===== src/rtl/wb_timer_pkg.sv =====
// Shared register map, CTRL bit positions and byte-lane merge helper for wb_timer.
package wb_timer_pkg;

   localparam logic [2:0] ADDR_CTRL     = 3'd0;
   localparam logic [2:0] ADDR_PRESCALE = 3'd1;
   localparam logic [2:0] ADDR_RELOAD   = 3'd2;
   localparam logic [2:0] ADDR_COUNT    = 3'd3;
   localparam logic [2:0] ADDR_STATUS   = 3'd4;

   localparam int CTRL_EN     = 0;
   localparam int CTRL_AUTO   = 1;
   localparam int CTRL_IRQ_EN = 2;

   // Replaces only the bytes whose select bit is set; the rest keep the old value.
   function automatic logic [31:0] lane_merge(input logic [31:0] old_v,
                                              input logic [31:0] new_v,
                                              input logic [3:0]  sel);
      logic [31:0] res;
      res = old_v;
      for (int b = 0; b < 4; b++) begin
         if (sel[b]) res[8*b +: 8] = new_v[8*b +: 8];
      end
      return res;
   endfunction

endpackage


===== src/rtl/wb_timer_if.sv =====
// Wishbone classic slave-side bus bundle for wb_timer (clock and reset stay separate).
interface wb_timer_if;

   logic [31:0] wbs_adr_i;
   logic [31:0] wbs_dat_i;
   logic [31:0] wbs_dat_o;
   logic        wbs_we_i;
   logic [3:0]  wbs_sel_i;
   logic        wbs_stb_i;
   logic        wbs_cyc_i;
   logic        wbs_ack_o;

   modport master (
      output wbs_adr_i, wbs_dat_i, wbs_we_i, wbs_sel_i, wbs_stb_i, wbs_cyc_i,
      input  wbs_dat_o, wbs_ack_o
   );

   modport slave (
      input  wbs_adr_i, wbs_dat_i, wbs_we_i, wbs_sel_i, wbs_stb_i, wbs_cyc_i,
      output wbs_dat_o, wbs_ack_o
   );

endinterface


===== src/rtl/wb_timer_prescaler.sv =====
// Clock divider for wb_timer: free-running pcnt that emits a one-cycle tick every div+1 enabled clocks.
module wb_timer_prescaler #(
   parameter int PRESCALE_W = 16
) (
   input  logic                  clk,
   input  logic                  rst_n,
   input  logic                  en,
   input  logic                  clr,
   input  logic [PRESCALE_W-1:0] div,
   output logic                  tick
);

   logic [PRESCALE_W-1:0] r_pcnt;
   logic                  w_wrap;

   assign w_wrap = (r_pcnt == div);

   always_ff @(posedge clk or negedge rst_n) begin
      if (!rst_n) begin
         r_pcnt <= '0;
      end else if (!en || clr || w_wrap) begin
         r_pcnt <= '0;
      end else begin
         r_pcnt <= r_pcnt + 1'b1;
      end
   end

   // A prescale rewrite restarts the period, so no tick escapes in that cycle.
   assign tick = en & ~clr & w_wrap;

endmodule


===== src/rtl/wb_timer.sv =====
// Wishbone classic 32-bit down-counting timer with prescaler, optional auto-reload and level irq.
module wb_timer
   import wb_timer_pkg::*;
#(
   parameter int PRESCALE_W = 16
) (
   input  logic        wb_clk_i,
   input  logic        wb_rst_i,
   wb_timer_if.slave   wbs,
   output logic        irq_o
);

   logic                  r_ack;
   logic [31:0]           r_dat;
   logic                  r_en;
   logic                  r_auto;
   logic                  r_irq_en;
   logic [PRESCALE_W-1:0] r_prescale;
   logic [31:0]           r_reload;
   logic [31:0]           r_count;
   logic                  r_expired;

   logic        w_req;
   logic        w_wr;
   logic        w_rd;
   logic [2:0]  w_addr;
   logic [31:0] w_rdata;
   logic [31:0] w_merged;
   logic        w_wr_ctrl;
   logic        w_wr_prescale;
   logic        w_wr_reload;
   logic        w_wr_count;
   logic        w_wr_status;
   logic        w_tick;
   logic        w_expire;
   logic        w_unused;

   assign w_addr   = wbs.wbs_adr_i[4:2];
   assign w_unused = ^{wbs.wbs_adr_i[31:5], wbs.wbs_adr_i[1:0]};

   // Gating with ~r_ack makes every request take exactly one ack cycle.
   assign w_req = wbs.wbs_cyc_i & wbs.wbs_stb_i & ~r_ack;
   assign w_wr  = w_req &  wbs.wbs_we_i;
   assign w_rd  = w_req & ~wbs.wbs_we_i;

   assign w_wr_ctrl     = w_wr && (w_addr == ADDR_CTRL);
   assign w_wr_prescale = w_wr && (w_addr == ADDR_PRESCALE);
   assign w_wr_reload   = w_wr && (w_addr == ADDR_RELOAD);
   assign w_wr_count    = w_wr && (w_addr == ADDR_COUNT);
   assign w_wr_status   = w_wr && (w_addr == ADDR_STATUS);

   always_comb begin
      w_rdata = '0;
      case (w_addr)
         ADDR_CTRL:     w_rdata = {29'd0, r_irq_en, r_auto, r_en};
         ADDR_PRESCALE: w_rdata = 32'(r_prescale);
         ADDR_RELOAD:   w_rdata = r_reload;
         ADDR_COUNT:    w_rdata = r_count;
         ADDR_STATUS:   w_rdata = {31'd0, r_expired};
         default:       w_rdata = '0;
      endcase
   end

   // The current register value doubles as the base for partial byte-lane writes.
   assign w_merged = lane_merge(w_rdata, wbs.wbs_dat_i, wbs.wbs_sel_i);

   wb_timer_prescaler #(
      .PRESCALE_W (PRESCALE_W)
   ) u_prescaler (
      .clk   (wb_clk_i),
      .rst_n (wb_rst_i),
      .en    (r_en),
      .clr   (w_wr_prescale),
      .div   (r_prescale),
      .tick  (w_tick)
   );

   assign w_expire = w_tick && (r_count == 32'd0);

   always_ff @(posedge wb_clk_i or negedge wb_rst_i) begin
      if (!wb_rst_i) begin
         r_ack <= 1'b0;
         r_dat <= '0;
      end else begin
         r_ack <= w_req;
         r_dat <= w_rd ? w_rdata : 32'd0;
      end
   end

   always_ff @(posedge wb_clk_i or negedge wb_rst_i) begin
      if (!wb_rst_i) begin
         r_en       <= 1'b0;
         r_auto     <= 1'b0;
         r_irq_en   <= 1'b0;
         r_prescale <= '0;
         r_reload   <= '0;
      end else begin
         // EN is only overridden by the bus when its byte lane is actually written.
         if (w_wr_ctrl && wbs.wbs_sel_i[0]) begin
            r_en <= wbs.wbs_dat_i[CTRL_EN];
         end else if (w_expire && !r_auto) begin
            r_en <= 1'b0;
         end
         if (w_wr_ctrl) begin
            r_auto   <= w_merged[CTRL_AUTO];
            r_irq_en <= w_merged[CTRL_IRQ_EN];
         end
         if (w_wr_prescale) r_prescale <= w_merged[PRESCALE_W-1:0];
         if (w_wr_reload)   r_reload   <= w_merged;
      end
   end

   always_ff @(posedge wb_clk_i or negedge wb_rst_i) begin
      if (!wb_rst_i) begin
         r_count <= '0;
      end else if (w_wr_count) begin
         r_count <= w_merged;
      end else if (w_tick) begin
         if (r_count != 32'd0) begin
            r_count <= r_count - 32'd1;
         end else if (r_auto) begin
            r_count <= r_reload;
         end
      end
   end

   // A fresh expiry outranks a simultaneous software clear.
   always_ff @(posedge wb_clk_i or negedge wb_rst_i) begin
      if (!wb_rst_i) begin
         r_expired <= 1'b0;
      end else if (w_expire) begin
         r_expired <= 1'b1;
      end else if (w_wr_status && wbs.wbs_sel_i[0] && wbs.wbs_dat_i[0]) begin
         r_expired <= 1'b0;
      end
   end

   assign wbs.wbs_ack_o = r_ack;
   assign wbs.wbs_dat_o = r_dat;
   assign irq_o         = r_expired & r_irq_en;

endmodule


===== src/flat_wrapper.sv =====
// flat-port wrapper written by rule: the top's interface ports become plain ports
module wb_timer_flat import wb_timer_pkg::*;
#(
   parameter int PRESCALE_W = 16
)
  (wb_clk_i, wb_rst_i, irq_o, wbs_wbs_adr_i, wbs_wbs_dat_i, wbs_wbs_we_i, wbs_wbs_sel_i, wbs_wbs_stb_i, wbs_wbs_cyc_i, wbs_wbs_dat_o, wbs_wbs_ack_o);
  wb_timer_if wbs_i ();
  input  logic wb_clk_i;
  input  logic wb_rst_i;
  output logic irq_o;
  input wire logic [$bits(wbs_i.wbs_adr_i)-1:0] wbs_wbs_adr_i;
  input wire logic [$bits(wbs_i.wbs_dat_i)-1:0] wbs_wbs_dat_i;
  input wire logic [$bits(wbs_i.wbs_we_i)-1:0] wbs_wbs_we_i;
  input wire logic [$bits(wbs_i.wbs_sel_i)-1:0] wbs_wbs_sel_i;
  input wire logic [$bits(wbs_i.wbs_stb_i)-1:0] wbs_wbs_stb_i;
  input wire logic [$bits(wbs_i.wbs_cyc_i)-1:0] wbs_wbs_cyc_i;
  output wire logic [$bits(wbs_i.wbs_dat_o)-1:0] wbs_wbs_dat_o;
  output wire logic [$bits(wbs_i.wbs_ack_o)-1:0] wbs_wbs_ack_o;
  assign wbs_i.wbs_adr_i = wbs_wbs_adr_i;
  assign wbs_i.wbs_dat_i = wbs_wbs_dat_i;
  assign wbs_i.wbs_we_i = wbs_wbs_we_i;
  assign wbs_i.wbs_sel_i = wbs_wbs_sel_i;
  assign wbs_i.wbs_stb_i = wbs_wbs_stb_i;
  assign wbs_i.wbs_cyc_i = wbs_wbs_cyc_i;
  assign wbs_wbs_dat_o = wbs_i.wbs_dat_o;
  assign wbs_wbs_ack_o = wbs_i.wbs_ack_o;
  wb_timer #(.PRESCALE_W(PRESCALE_W)) u_core (.wb_clk_i(wb_clk_i), .wb_rst_i(wb_rst_i), .wbs(wbs_i), .irq_o(irq_o));
endmodule

===== config.mk =====
export PLATFORM = sky130hd
export DESIGN_NAME = wb_timer_flat
export DESIGN_NICKNAME = d
export VERILOG_FILES = /design/src/rtl/wb_timer_pkg.sv /design/src/rtl/wb_timer_if.sv /design/src/rtl/wb_timer_prescaler.sv /design/src/rtl/wb_timer.sv /design/src/flat_wrapper.sv
export SDC_FILE = /design/constraint.sdc
export NUM_CORES = 1
export LEC_CHECK = 0
export CORE_ASPECT_RATIO = 1.75
export CORE_MARGIN = 3
export CORE_UTILIZATION = 40
export DETAILED_ROUTE_END_ITERATION = 6
export GPL_TIMING_DRIVEN = 0
export SETUP_SLACK_MARGIN = 0.02
export SLEW_MARGIN = 20
export SYNTH_ARGS = -nofsm -noshare
export SYNTH_HDL_FRONTEND = slang
export SYNTH_SLANG_ARGS = --single-unit

===== constraint.sdc =====
create_clock -name wb_clk_i -period 7.7 [get_ports wb_clk_i]
set_clock_uncertainty 0.15 [all_clocks]
set_input_delay 1.155 -clock wb_clk_i [delete_from_list [all_inputs] [get_ports wb_clk_i]]
set_output_delay 1.155 -clock wb_clk_i [all_outputs]
set_load 0.02 [all_outputs]

==> flow_summary.json <==
{
  "nets": 946,
  "grt_first_pass_wirelength_microns": 35600,
  "syn_nets": 853,
  "synth_top_area_share_pct": 45.4,
  "setup_slack_ps": 3590,
  "regArea_sq_um": 3330,
  "cp-start-kind": "input pin",
  "fin_crit_sh_pct": 53.3,
  "total_leakage_power_nw": 3.75,
  "grt_pass1_vias": 6414,
  "place_inst": 1082,
  "drt-vias-per-instance": 5.63,
  "hold_violations": 0,
  "synth_area_per_cell_sq_um": 9.43,
  "slowest_stage": "clkdlybuf4s50_1",
  "dp_hpwl_microns": 16900,
  "clock_latency_ps": 440,
  "core_sq_um": 17700,
  "syn_inst": 777,
  "comb_power_share_pct": 24.8,
  "overflow": 0,
  "synth_top_cell_by_area": "dfrtp_1",
  "endpoint_kind": "flop",
  "area_growth_pct": 22.3,
  "status": "complete, no violations",
  "finalCriticalPeriod_ps": 4110,
  "clkPwrFrac_pct": 34.6,
  "diodes": 0,
  "synth-edff-count": 0,
  "stdcell_count": 1114,
  "tightest_slew_ps": 835,
  "initial_core_util_pct": 41.4,
  "drtIter0Drc": 306,
  "holdBufCountCts": 0,
  "cts_tree": "done",
  "max_freq_ghz": 0.243,
  "wl_met3_microns": 861,
  "dpl-instance-area_sq_um": 8380,
  "grt_max_degree": 71,
  "hold_slack_ps": 313,
  "die_w_microns": 108,
  "stdcell_area_sq_um": 8960,
  "drcViolationCount": 0,
  "cts_max_level": 4,
  "yosys_warnings": 0,
  "ys_top_cells_by_area": "dfrtp_1, mux2_2, nor2_1",
  "fill_cells": 1696,
  "p_switching_mw": 0.786,
  "clk_path_buf_depth": 2,
  "top_layer": "met4",
  "max_slew_margin_pct": 44.1,
  "maxSlewViolCount": 0,
  "yosysUniqueCellTypes": 59,
  "post_cts_buffers": 0,
  "path_cells": "clkdlybuf4s50_1 -> buf_1 -> and3b_1 -> clkbuf_1 -> clkbuf_1 -> a22oi_1 -> mux2_2 -> a22oi_1",
  "ys_seq_elements": 133,
  "wl_met2_microns": 12700,
  "num_rows": 64,
  "wl_per_cell_microns": 20.4,
  "power_density_nw_per_um2": 260,
  "cp.arrival_ps": 4300,
  "setup_viol": 0,
  "crit_type": "input pin to flop",
  "multi_input_area_sq_um": 3630,
  "hold_path_class": "flop to flop",
  "gp_congestion": 0.922,
  "rsz0062_at_grt": "no",
  "drv_cap": 0,
  "cts_root_buffer": "clkbuf_16",
  "routed_wl_microns": 22700,
  "io_pins": 107,
  "ant_nets": 0,
  "antenna_found_initial": 0,
  "reg2reg_setup_slack_ps": 4200,
  "power.internal_mw": 1.54,
  "io_buffers": 73,
  "ys.flop_type": "dfrtp_1",
  "async_flop_share_pct": 100,
  "fp.dieH_microns": 185,
  "crit_path_max_incr_delay_ps": 590,
  "clkTransAtPathRegs_ps": 60,
  "peakVddDrop_mv": 0.157,
  "die_area_sq_um": 20000,
  "cts-resized-gates": 0,
  "yosysSeqAreaShare_pct": 45.4,
  "wl_met1_microns": 8280,
  "cp_data_required_time_ps": 7890,
  "dp_worst_setup_slack_ps": 3140,
  "dr.pass1.iters": 4,
  "drive_above_1_share_pct": 12.2,
  "track_usage_pct": 23.7,
  "dr_total_vias": 6270,
  "power_frac_seq_pct": 40.6,
  "clock-sinks": 133,
  "switching_share_pct": 33.7,
  "cts_made_buffers": 17,
  "netlist_area_sq_um": 7330,
  "crit_path_max_fanout": 10
}
## power by group through the flow
stage / sequential (mW) / clock, mW / combinational [mW]
after CTS: 0.942 / 0.817 / 0.578
after detailed placement: 0.955 / 0 / 0.575
final: 0.947 / 0.806 / 0.578
after global routing: 0.963 / 0.847 / 0.640
after global placement: 0.953 / 0 / 0.567
after floorplan: 0.915 / 0 / 0.422
## logic make-up (layout without fill, tap and decap cells)
group                    count (synthesis)  count (layout)  synth area share, %
flip-flops                             133             133                 45.4
adder cells (fa/ha/maj)                  3               3                0.512
AND/OR/NAND/NOR                        274             274                 18.2
AO/OA/AOI/OAI                          197             197                 17.4
XOR/XNOR                                45              45                 5.38
multiplexers                            52              52                 8.01
buffers and inverters                   73             179                 5.04
## area by class of cell
| class | instances | share of cell area [%] |
|---|---|---|
| Multi-Input combinational cell | 571 | 40.6 |
| Inverter | 20 | 0.838 |
| Clock buffer | 19 | 5.06 |
| Sequential cell | 133 | 37.1 |
| Tap cell | 231 | 3.23 |
| Timing Repair Buffer | 74 | 8.52 |
| Clock inverter | 13 | 1.38 |
| Buffer | 53 | 3.28 |
## critical path, delay by kind of cell
kind / cells / cell delay (ps)
multiplexers: 1 / 330
AND/OR/NAND/NOR: 1 / 250
AO/OA/AOI/OAI: 2 / 400
buffers and inverters: 4 / 2160
## cells in the mapped netlist, types with 2 or more instances
cell type and n:
dfrtp_1 133, nor2_1 86, nand2_1 73, o21ai_0 63, a22oi_1 39, clkbuf_1 39
a21oi_1 35, mux2_2 33, xnor2_1 32, inv_1 20, mux2i_1 17, nor3_1 15
nor4_1 15, or2_2 13, xor2_1 13, a211o_1 9, a2bb2oi_1 9, and2_1 9
clkbuf_8 9, nand3_1 9, or3_1 9, nand4_1 8, o21a_1 8, o31ai_1 8
and3_1 6, nor2b_1 6, or4_1 6, a31oi_1 4, o22ai_1 4, buf_2 3
ha_1 3, nand2b_1 3, nand3b_1 3, nor3b_1 3, or4_4 3, a211oi_1 2
mux4_2 2, o31a_1 2, o32ai_1 2, or3b_2 2
## path summary, 6_finish.rpt
check	to	startpoint	cells past startpoint
max in group asynchronous	u_core.r_prescale[8]	wb_rst_i	2
max reg2reg	u_core.r_count[1]	u_core.r_count[6]	7
min in group asynchronous	u_core.wbs.wbs_dat_o[28]	wb_rst_i	1
min reg2reg	u_core.wbs.wbs_ack_o	u_core.wbs.wbs_ack_o	1
min	u_core.wbs.wbs_ack_o	u_core.wbs.wbs_ack_o	1
max	u_core.r_count[17]	wbs_wbs_adr_i[2]	8
## state kept, by name, summed over array words and instances (netlist names)
name / cells
u_core.wbs.wbs_ack_o: 1
u_core.r_irq_en: 1
u_core.r_en: 1
u_core.r_auto: 1
u_core.r_count: 32
u_core.wbs.wbs_dat_o: 32
u_core.r_reload: 32
u_core.r_prescale: 16
u_core.r_expired: 1
u_core.u_prescaler.r_pcnt: 16
## per-stage QoR
stage	power, mW	utilization [%]	TNS [ps]
CTS	2.34	50.6	0
detailed placement	1.53	47.4	0
finish	2.33	50.6	0
floorplan	1.34	-	0
global placement	1.52	47.2	-42930
global route	2.45	50.6	0
## metal layers
| metal | up-vias | global-route usage (%) |
|---|---|---|
| met2 | 167 | 44.6 |
| met3 | 45 | 4.15 |
| li1 | 2959 | - |
| met4 | 0 | 11.2 |
| met5 | - | 0 |
| met1 | 3099 | 25.2 |
## placed cells by master, fill, tap and decap left out, types with 3 or more instances in the layout
cell type / n
dfrtp_1: 133
nor2_1: 86
nand2_1: 73
clkdlybuf4s50_1: 72
o21ai_0: 63
clkbuf_1: 39
a22oi_1: 39
a21oi_1: 35
mux2_2: 33
xnor2_1: 32
inv_1: 20
mux2i_1: 17
clkbuf_16: 17
nor3_1: 15
nor4_1: 15
or2_2: 13
xor2_1: 13
clkbuf_8: 11
or3_1: 9
and2_1: 9
nand3_1: 9
a2bb2oi_1: 9
a211o_1: 9
o21a_1: 8
nand4_1: 8
o31ai_1: 8
nor2b_1: 6
and3_1: 6
or4_1: 6
clkinvlp_4: 6
o22ai_1: 4
a31oi_1: 4
nand2b_1: 3
nand3b_1: 3
or4_4: 3
buf_2: 3
ha_1: 3
inv_6: 3
No activity file was read; power rests on OpenSTA's default activity.
